## src/rtl/adc_rail_filter.sv

```systemverilog
// rtl/adc_rail_filter.sv - 4-sample moving-average filter for two XADC rail channels with fill/run/stale supervision
module adc_rail_filter #(
    parameter logic [4:0]  CH_5V    = 5'd16,
    parameter logic [4:0]  CH_OTHER = 5'd17,
    parameter logic [15:0] TIMEOUT  = 16'd50000
) (
    input  logic        clk,
    input  logic        reset_in,
    input  logic [15:0] adc_data,
    input  logic [4:0]  adc_channel,
    input  logic        adc_drdy,
    output logic [11:0] volt_5v,
    output logic [11:0] volt_other,
    output logic        drdy_out,
    output logic        sample_valid,
    output logic        stale
);

    typedef enum logic [1:0] {
        ST_FILL  = 2'd0,
        ST_RUN   = 2'd1,
        ST_STALE = 2'd2
    } state_t;

    state_t            state_q, state_d;
    logic [1:0]        fill_q, fill_d;
    logic [15:0]       stale_cnt_q, stale_cnt_d;
    logic [3:0][11:0]  hist_5v_q, hist_5v_d;
    logic [3:0][11:0]  hist_other_q, hist_other_d;
    logic [13:0]       sum_5v_q, sum_5v_d;
    logic [13:0]       sum_other_q, sum_other_d;
    logic [11:0]       volt_5v_q, volt_5v_d;
    logic [11:0]       volt_other_q, volt_other_d;
    logic              drdy_out_q, drdy_out_d;

    logic [11:0]       sample;
    logic              acc_5v;
    logic              acc_other;
    logic              timeout_hit;
    logic [13:0]       sum_5v_next;
    logic [13:0]       sum_other_next;
    logic              unused_low_bits;

    assign sample          = adc_data[15:4];
    assign unused_low_bits = ^adc_data[3:0];
    assign acc_5v          = adc_drdy && (adc_channel == CH_5V);
    assign acc_other       = adc_drdy && (adc_channel == CH_OTHER) && !acc_5v;

    // Running sums never go negative: the oldest entry is always part of the current sum.
    assign sum_5v_next    = sum_5v_q + {2'b00, sample} - {2'b00, hist_5v_q[3]};
    assign sum_other_next = sum_other_q + {2'b00, sample} - {2'b00, hist_other_q[3]};

    always_comb begin
        stale_cnt_d = stale_cnt_q;
        if (acc_5v) begin
            stale_cnt_d = 16'd0;
        end else if (stale_cnt_q < TIMEOUT) begin
            stale_cnt_d = stale_cnt_q + 16'd1;
        end
    end

    // An accepted 5 V sample always beats the timeout on the same edge.
    assign timeout_hit = !acc_5v && (stale_cnt_d == TIMEOUT);

    always_ff @(posedge clk or posedge reset_in) begin
        if (reset_in) begin
            state_q <= ST_FILL;
        end else begin
            state_q <= state_d;
        end
    end

    always_comb begin
        state_d = state_q;
        case (state_q)
            ST_FILL: begin
                if (acc_5v && (fill_q == 2'd3)) begin
                    state_d = ST_RUN;
                end else if (timeout_hit) begin
                    state_d = ST_STALE;
                end
            end
            ST_RUN: begin
                if (timeout_hit) begin
                    state_d = ST_STALE;
                end
            end
            ST_STALE: begin
                if (acc_5v) begin
                    state_d = ST_FILL;
                end
            end
            default: state_d = ST_FILL;
        endcase
    end

    always_comb begin
        sample_valid = (state_q == ST_RUN);
        stale        = (state_q == ST_STALE);
    end

    always_comb begin
        fill_d       = fill_q;
        hist_5v_d    = hist_5v_q;
        hist_other_d = hist_other_q;
        sum_5v_d     = sum_5v_q;
        sum_other_d  = sum_other_q;
        volt_5v_d    = volt_5v_q;
        volt_other_d = volt_other_q;
        drdy_out_d   = 1'b0;

        if (state_q == ST_STALE) begin
            // Restart from a clean window seeded with the arriving sample; outputs stay frozen.
            if (acc_5v) begin
                hist_5v_d    = {36'd0, sample};
                sum_5v_d     = {2'b00, sample};
                hist_other_d = '0;
                sum_other_d  = 14'd0;
                fill_d       = 2'd1;
            end
        end else begin
            if (acc_5v) begin
                hist_5v_d = {hist_5v_q[2:0], sample};
                sum_5v_d  = sum_5v_next;
                volt_5v_d = sum_5v_next[13:2];
                if (state_q == ST_RUN) begin
                    drdy_out_d = 1'b1;
                end else if (fill_q == 2'd3) begin
                    drdy_out_d = 1'b1;
                end else begin
                    fill_d = fill_q + 2'd1;
                end
            end
            if (acc_other) begin
                hist_other_d = {hist_other_q[2:0], sample};
                sum_other_d  = sum_other_next;
                volt_other_d = sum_other_next[13:2];
            end
        end
    end

    always_ff @(posedge clk or posedge reset_in) begin
        if (reset_in) begin
            fill_q       <= 2'd0;
            stale_cnt_q  <= 16'd0;
            hist_5v_q    <= '0;
            hist_other_q <= '0;
            sum_5v_q     <= 14'd0;
            sum_other_q  <= 14'd0;
            volt_5v_q    <= 12'd0;
            volt_other_q <= 12'd0;
            drdy_out_q   <= 1'b0;
        end else begin
            fill_q       <= fill_d;
            stale_cnt_q  <= stale_cnt_d;
            hist_5v_q    <= hist_5v_d;
            hist_other_q <= hist_other_d;
            sum_5v_q     <= sum_5v_d;
            sum_other_q  <= sum_other_d;
            volt_5v_q    <= volt_5v_d;
            volt_other_q <= volt_other_d;
            drdy_out_q   <= drdy_out_d;
        end
    end

    assign volt_5v    = volt_5v_q;
    assign volt_other = volt_other_q;
    assign drdy_out   = drdy_out_q;

endmodule

```

## config.mk

```make
export PLATFORM = sky130hd
export DESIGN_NAME = adc_rail_filter
export DESIGN_NICKNAME = d
export VERILOG_FILES = /design/src/rtl/adc_rail_filter.sv
export SDC_FILE = /design/constraint.sdc
export NUM_CORES = 1
export LEC_CHECK = 0
export CAP_MARGIN = 20
export CELL_PAD_IN_SITES_DETAIL_PLACEMENT = 0
export CELL_PAD_IN_SITES_GLOBAL_PLACEMENT = 1
export CORE_UTILIZATION = 43
export CTS_BUF_LIST = sky130_fd_sc_hd__clkbuf_8
export DETAILED_ROUTE_END_ITERATION = 10
export PLACE_DENSITY_LB_ADDON = 0.1
export SYNTH_ARGS = -nofsm -noshare
export SYNTH_HDL_FRONTEND = slang
export SYNTH_SLANG_ARGS = --single-unit
```

## constraint.sdc

```tcl
create_clock -name clk -period 6.4 [get_ports clk]
set_input_delay 1.92 -clock clk [delete_from_list [all_inputs] [get_ports clk]]
set_output_delay 1.92 -clock clk [all_outputs]
set_load 0.03 [all_outputs]
```

==> results of run 1 <==
-- worst max-delay path by stage --
stage,to,startpoint,depth (start not counted)
after floorplan,volt_other[9],adc_data[6],12
after global placement,volt_other[9],adc_data[6],14
after detailed placement,sum_other_q[11],adc_data[8],14
after CTS,sum_other_q[11],adc_data[6],14
after global routing,sum_other_q[11],adc_data[6],14
final,sum_other_q[11],adc_data[6],14
-- cell type report --
type                            instances  area (um^2)  area share
Tap cell                              260          325      0.0341
Clock inverter                         11          145      0.0152
Clock buffer                           21          289      0.0303
Timing Repair Buffer                   55          541      0.0566
Multi-Input combinational cell        519         3660       0.383
Inverter                               96          364      0.0381
Sequential cell                       169         4230       0.443
-- state kept, by name, summed over array words and instances, names as in the netlist, 12 cells and up --
name          flops
hist_5v_q        48
hist_other_q     48
stale_cnt_q      16
sum_5v_q         14
sum_other_q      14
volt_5v          12
volt_other       12
-- synth_stat cells (2+ instances only) --
master,number,share of area
nand3_1,13,0.0078
o21a_1,3,0.0027
mux2_2,2,0.0027
a21o_1,9,0.0081
xor2_1,10,0.010
nor2b_1,3,0.0022
inv_1,95,0.043
maj3_1,2,0.0024
a31oi_1,8,0.0060
a211oi_1,2,0.0018
nor3_1,7,0.0042
nand2b_1,5,0.0037
a21boi_0,5,0.0045
nor4_2,2,0.0030
or2_2,3,0.0022
o2111ai_1,2,0.0021
and2_1,2,0.0015
dfrtp_1,169,0.50
mux2i_1,3,0.0036
buf_1,2,0.00090
o211ai_1,6,0.0054
nand4_1,2,0.0015
o21bai_1,2,0.0018
nor3b_1,2,0.0018
fa_1,24,0.057
ha_1,30,0.045
o21ai_0,41,0.024
nand3b_1,2,0.0018
a22o_1,79,0.083
clkbuf_1,30,0.013
buf_2,5,0.0030
xnor2_1,28,0.029
nand2_1,123,0.055
and3_1,9,0.0067
nor2_1,47,0.021
a21oi_1,29,0.017
-- routing by layer --
layer,share of wire,track usage,up-vias
met3,0.028,0.0439,20
li1,-,-,2831
met4,0.017,0.0623,0
met5,0,0,-
met1,0.47,0.240,2970
met2,0.48,0.303,74
-- power breakdown --
| group | switching (mW) | internal (mW) | total [mW] |
|---|---|---|---|
| Sequential | 0.155 | 1.29 | 1.45 |
| Clock | 0.393 | 0.427 | 0.820 |
| Combinational | 0.891 | 0.721 | 1.61 |
| Total | 1.44 | 2.44 | 3.88 |
-- cells by family after synthesis --
group,share of synthesized area
compound gates,0.168
xor+xnor,0.0397
fa+ha+maj,0.104
buf+inv,0.0603
flops,0.504
mux,0.00627
simple gates,0.117
-- critical path: cells and delay by family --
family / cells / cell delay (ps)
AO/OA/AOI/OAI: 5 / 1050
XOR/XNOR: 1 / 180
adder cells (fa/ha/maj): 2 / 880
buffers and inverters: 4 / 840
AND/OR/NAND/NOR: 2 / 280
==> metrics.yaml, run 1 <==
finish:
  stdcell_area_um2: 9550
  mostFrequentLayoutCell: "dfrtp_1"
  nFillCells: 1763
  final_cell_mix: "169 x dfrtp_1, 123 x nand2_1, 95 x inv_1"
  final_util: 0.505
  syn_to_final_growth_pct: 13.9
  final_cells: 1131
  diodes: 0
  drive_gt1_frac: 0.0631
  fin_nets: 936
critical_path:
  r2r_slack_ps: 3290
  crit_top_cell: "inv_1"
  path_max_fanout: 5
  crit_path_start_kind: "input port"
  rr_worst_depth: 11
  path_cells: "clkdlybuf4s50_1 -> inv_1 -> fa_1 -> inv_1 -> ha_1 -> and3_1 -> a221o_1 -> o41ai_2 -> buf_4 -> o21ai_0 -> a21oi_1 -> xor2_1 -> nor2_1 -> a21o_1"
  reg2reg_to: "volt_5v[11]"
  cp.required_ps: 6750
  crit_type: "in2reg"
  endpoint_kind: "flip-flop"
  r2r-start: "hist_5v_q[37]"
  critPathArrivalTime_ps: 5160
  crit_path_top_delay_cell: "fa_1"
  critical_path.max_stage_delay_ps: 550
synthesis:
  synth_area_um2: 8390
  ys_ff_latch: 169
  yosysWarnings: 0
  yosysSeqAreaShare: 0.504
  ys_types: 51
  syn_area_per_cell_um2: 10.2
  syn_nets: 899
  ys.flop_type: "dfrtp_1"
  synth_edf_count: 0
  async_reset_ff_frac: 1.00
  synthCells: 821
floorplanning:
  dieWidth_um: 142
  start_util: 0.444
  io-pin-count: 51
  die_h_um: 142
  core_um2: 18900
  fp.dieArea_um2: 20100
  std_cell_rows: 50
drt:
  via_per_inst: 5.21
  drcViolationCount: 0
  first_iter_violations: 294
  drt_pass1_iterations: 4
  num_vias: 5895
  ant_nets: 0
  wl_per_cell_um: 14.9
  routed_wl_um: 16900
clocking:
  cts_hold_buffers: 0
  clock-sinks: 169
  numCtsBuffers: 17
  clk_pin_slew_worst_paths_ps: 80
  cts_root_buf: "clkbuf_8"
  cts_buffer_depth: 2
  clk_latency_ps: 460
  cts-resized-gates: 0
  htree_levels: 4
  cts_setup_buffers: 0
  tritoncts: "built"
placed_design:
  post-dp-hpwl_um: 10900
  dp_cells: 1099
  portBuffers: 46
  dp_slack_ps: 1140
  place_area_um2: 9110
  gp_congestion: 0.839
grt:
  grt_pass1_vias: 5969
  grt_overflow: 0
  grt_pass1_wl_um: 29100
  antenna_found_initial: 0
  grt_max_degree: 137
  gr-usage-all-layers: 0.184
hold_path:
  hp-class: "reg2reg"
  hold-path-cell-count: 2
  min_from: "volt_other[3]"
  min_to: "volt_other[3]"
sta:
  setup_ws_ps: 1590
  min_period_ps: 4810
  relSlewSlack: 0.421
  rsz0062_at_grt: "false"
  hold_violations: 0
  setup_tns_ps: 0
  maxSlewViolCount: 0
  fmax_mhz: 208
  worst_slew_pin_slew_ps: 867
  fin_skew_ps: 10.2
  holdWs_ps: 477
  timing.final.crit_share: 0.752
  setup_viol: 0
pwr:
  leakage_nw: 4.67
  pwr_density_cell_nw_per_um2: 406
  peakVddDrop_mv: 0.183
  power_mw: 3.88
status:
  status: "completed"
run:
  cap_violations: 0
No activity file was read; power rests on OpenSTA's default activity.
==> inputs of run 2 (changes only) <==
clock period = 4.61 ns   (was 6.4 ns; I/O delays follow)
==> run 2 against run 1 <==
Clock-buffer cell count fell by 4. Via count is 0.27% higher. First-iteration DRC count shrank 7.5%. Setup slack worse by 1300 ps. Critical path depth did not move. Critical path type unchanged.
==> metrics.yaml, run 2 (synthesis gave the netlist of run 1 again) <==
status:
  status: "completed"
grt:
  grt_pass1_wl_um: 29000  # -0.21%
  grt_overflow: 0  # unchanged
  grt_pass1_vias: 6018  # +0.82%
  antenna_found_initial: 0  # unchanged
  grt_max_degree: 170  # +24%
  gr-usage-all-layers: 0.182  # -0.00193
critical_path:
  crit_path_start_kind: "input port"
  r2r-start: "hist_5v_q[37]"
  reg2reg_to: "sum_5v_q[12]"
  r2r_slack_ps: 1560  # -1730 ps
  path_max_fanout: 4  # -1
  cp-startpoint: "adc_data[6]"
  crit_end: "sum_5v_q[12]"
  endpoint_kind: "flip-flop"
  rr_worst_depth: 10  # -1
  crit_type: "in2reg"
  critPathArrivalTime_ps: 4630  # -530 ps
  cp.required_ps: 4930  # -1820 ps
drt:
  wl_per_cell_um: 14.9  # -0.33%
  drt_pass1_iterations: 4  # unchanged
  drcViolationCount: 0  # unchanged
  via_per_inst: 5.16  # -1.0%
  num_vias: 5911  # +0.27%
  routed_wl_um: 17000  # +0.99%
  first_iter_violations: 272  # -7.5%
  ant_nets: 0  # unchanged
sta:
  fmax_mhz: 232
  holdWs_ps: 482  # +5.58 ps
  hold_violations: 0  # unchanged
  rsz0062_at_grt: "false"
  maxSlewViolCount: 0  # unchanged
  relSlewSlack: 0.398  # -0.0235
  worst_slew_pin_slew_ps: 903  # +36.2 ps
  setup_viol: 0  # unchanged
  min_period_ps: 4300
  timing.final.crit_share: 0.933
  fin_skew_ps: 11.3  # +1.05 ps
  setup_ws_ps: 308  # -1280 ps
  setup_tns_ps: 0  # unchanged
clocking:
  cts-resized-gates: 0  # unchanged
  numCtsBuffers: 17  # unchanged
  clock-sinks: 169  # unchanged
  clk_pin_slew_worst_paths_ps: 90  # about the same
  cts_buffer_depth: 2  # unchanged
  clk_latency_ps: 450  # about the same
  htree_levels: 4  # unchanged
  tritoncts: "built"
  cts_root_buf: "clkbuf_8"
  cts_hold_buffers: 0  # unchanged
  cts_setup_buffers: 0  # unchanged
floorplanning:
  fp.dieArea_um2: 20100  # unchanged
  dieWidth_um: 142  # unchanged
  die_h_um: 142  # unchanged
  core_um2: 18900  # unchanged
  start_util: 0.444  # unchanged
  io-pin-count: 51  # unchanged
  std_cell_rows: 50  # unchanged
pwr:
  pwr-share-comb: 0.414  # -0.002
  peakVddDrop_mv: 0.262  # +43%
  pwr-share-clk: 0.226  # +0.015
  leakage_nw: 4.76  # +1.8%
  power.internal_mw: 3.55  # +45%
  switching_share: 0.366  # -0.00542
  p_sw_mw: 2.04  # +42%
  pwr_density_cell_nw_per_um2: 576  # +42%
  p_seq_frac: 0.360  # -0.013
  power_mw: 5.59  # +44%
placed_design:
  post-dp-hpwl_um: 11700  # +6.7%
  dp_slack_ps: -95.3  # -1230 ps
  dp_cells: 1114  # +1.4%
  place_area_um2: 9230  # +1.2%
  gp_congestion: 0.819  # -2.3%
  portBuffers: 46  # unchanged
finish:
  stdcell_area_um2: 9710  # +1.7%
  fin_nets: 951  # +1.6%
  final_util: 0.514  # +0.00854
  reg.largest.list: "hist_5v_q: 48 flops, hist_other_q: 48 flops, stale_cnt_q: 16 flops"
  final_cell_mix: "169 x dfrtp_1, 123 x nand2_1, 95 x inv_1"
  drive_gt1_frac: 0.0790  # +0.0159
  diodes: 0  # unchanged
  multi_input_area_um2: 3660  # unchanged
  nFillCells: 1753  # -0.57%
  final-seq-area_um2: 4230  # unchanged
  final_cells: 1146  # +1.3%
  syn_to_final_growth_pct: 15.8
  mostFrequentLayoutCell: "dfrtp_1"
run:
  cap_violations: 0  # unchanged
hold_path:
  hp-class: "reg2reg"
[run 2: cell types whose count changed in the layout (fill, tap and decap cells not counted)]
cell,before,now
inv_6,0,2
clkinv_4,3,2
clkbuf_8,21,17
bufinv_16,3,6
buf_4,8,23
clkinvlp_4,3,5
clkinv_2,2,0
[run 2: critical path, stage by stage]
cell,delay (ps)
clkdlybuf4s50_1,500
inv_1,120
buf_4,160
fa_1,530
inv_1,40
ha_1,340
nor2b_1,150
o21ai_0,200
a21boi_0,190
nor2_1,170
o21ai_0,160
a31oi_1,280
mux2i_1,270
o2111ai_1,150
[run 2: power groups by stage]
stage	clock [mW]	sequential [mW]	combinational, mW
floorplan	0	2.16	1.53
global placement	0	2.03	2.26
detailed placement	0	2.04	2.32
CTS	1.30	2.01	2.34
global route	1.36	2.06	2.59
finish	1.26	2.01	2.32
[run 2: how the worst min path moves through the flow]
| stage | from | endpoint | slack, ps | cells past startpoint |
|---|---|---|---|---|
| floorplan | sum_other_q[10] | sum_other_q[10] | 450 | 2 |
| global placement | volt_5v[7] | volt_5v[7] | 460 | 2 |
| detailed placement | volt_5v[2] | volt_5v[2] | 460 | 2 |
| CTS | volt_5v[7] | volt_5v[7] | 490 | 2 |
| global route | volt_other[9] | volt_other[9] | 500 | 1 |
| finish | volt_other[2] | volt_other[2] | 480 | 2 |
[run 2: area by class of cell]
| type | instances | share of cell area |
|---|---|---|
| Sequential cell | 169 | 0.436 |
| Multi-Input combinational cell | 519 | 0.376 |
| Timing Repair Buffer | 70 | 0.0673 |
| Inverter | 96 | 0.0375 |
| Tap cell | 260 | 0.0335 |
| Clock inverter | 15 | 0.0256 |
| Clock buffer | 17 | 0.0241 |
[run 2: routing by layer]
layer / up-vias / track usage / part of all wire
met2: 65 / 0.315 / 0.51
li1: 2855 / - / -
met5: - / 0 / 0
met1: 2978 / 0.232 / 0.46
met3: 13 / 0.0317 / 0.023
met4: 0 / 0.0600 / 0.011
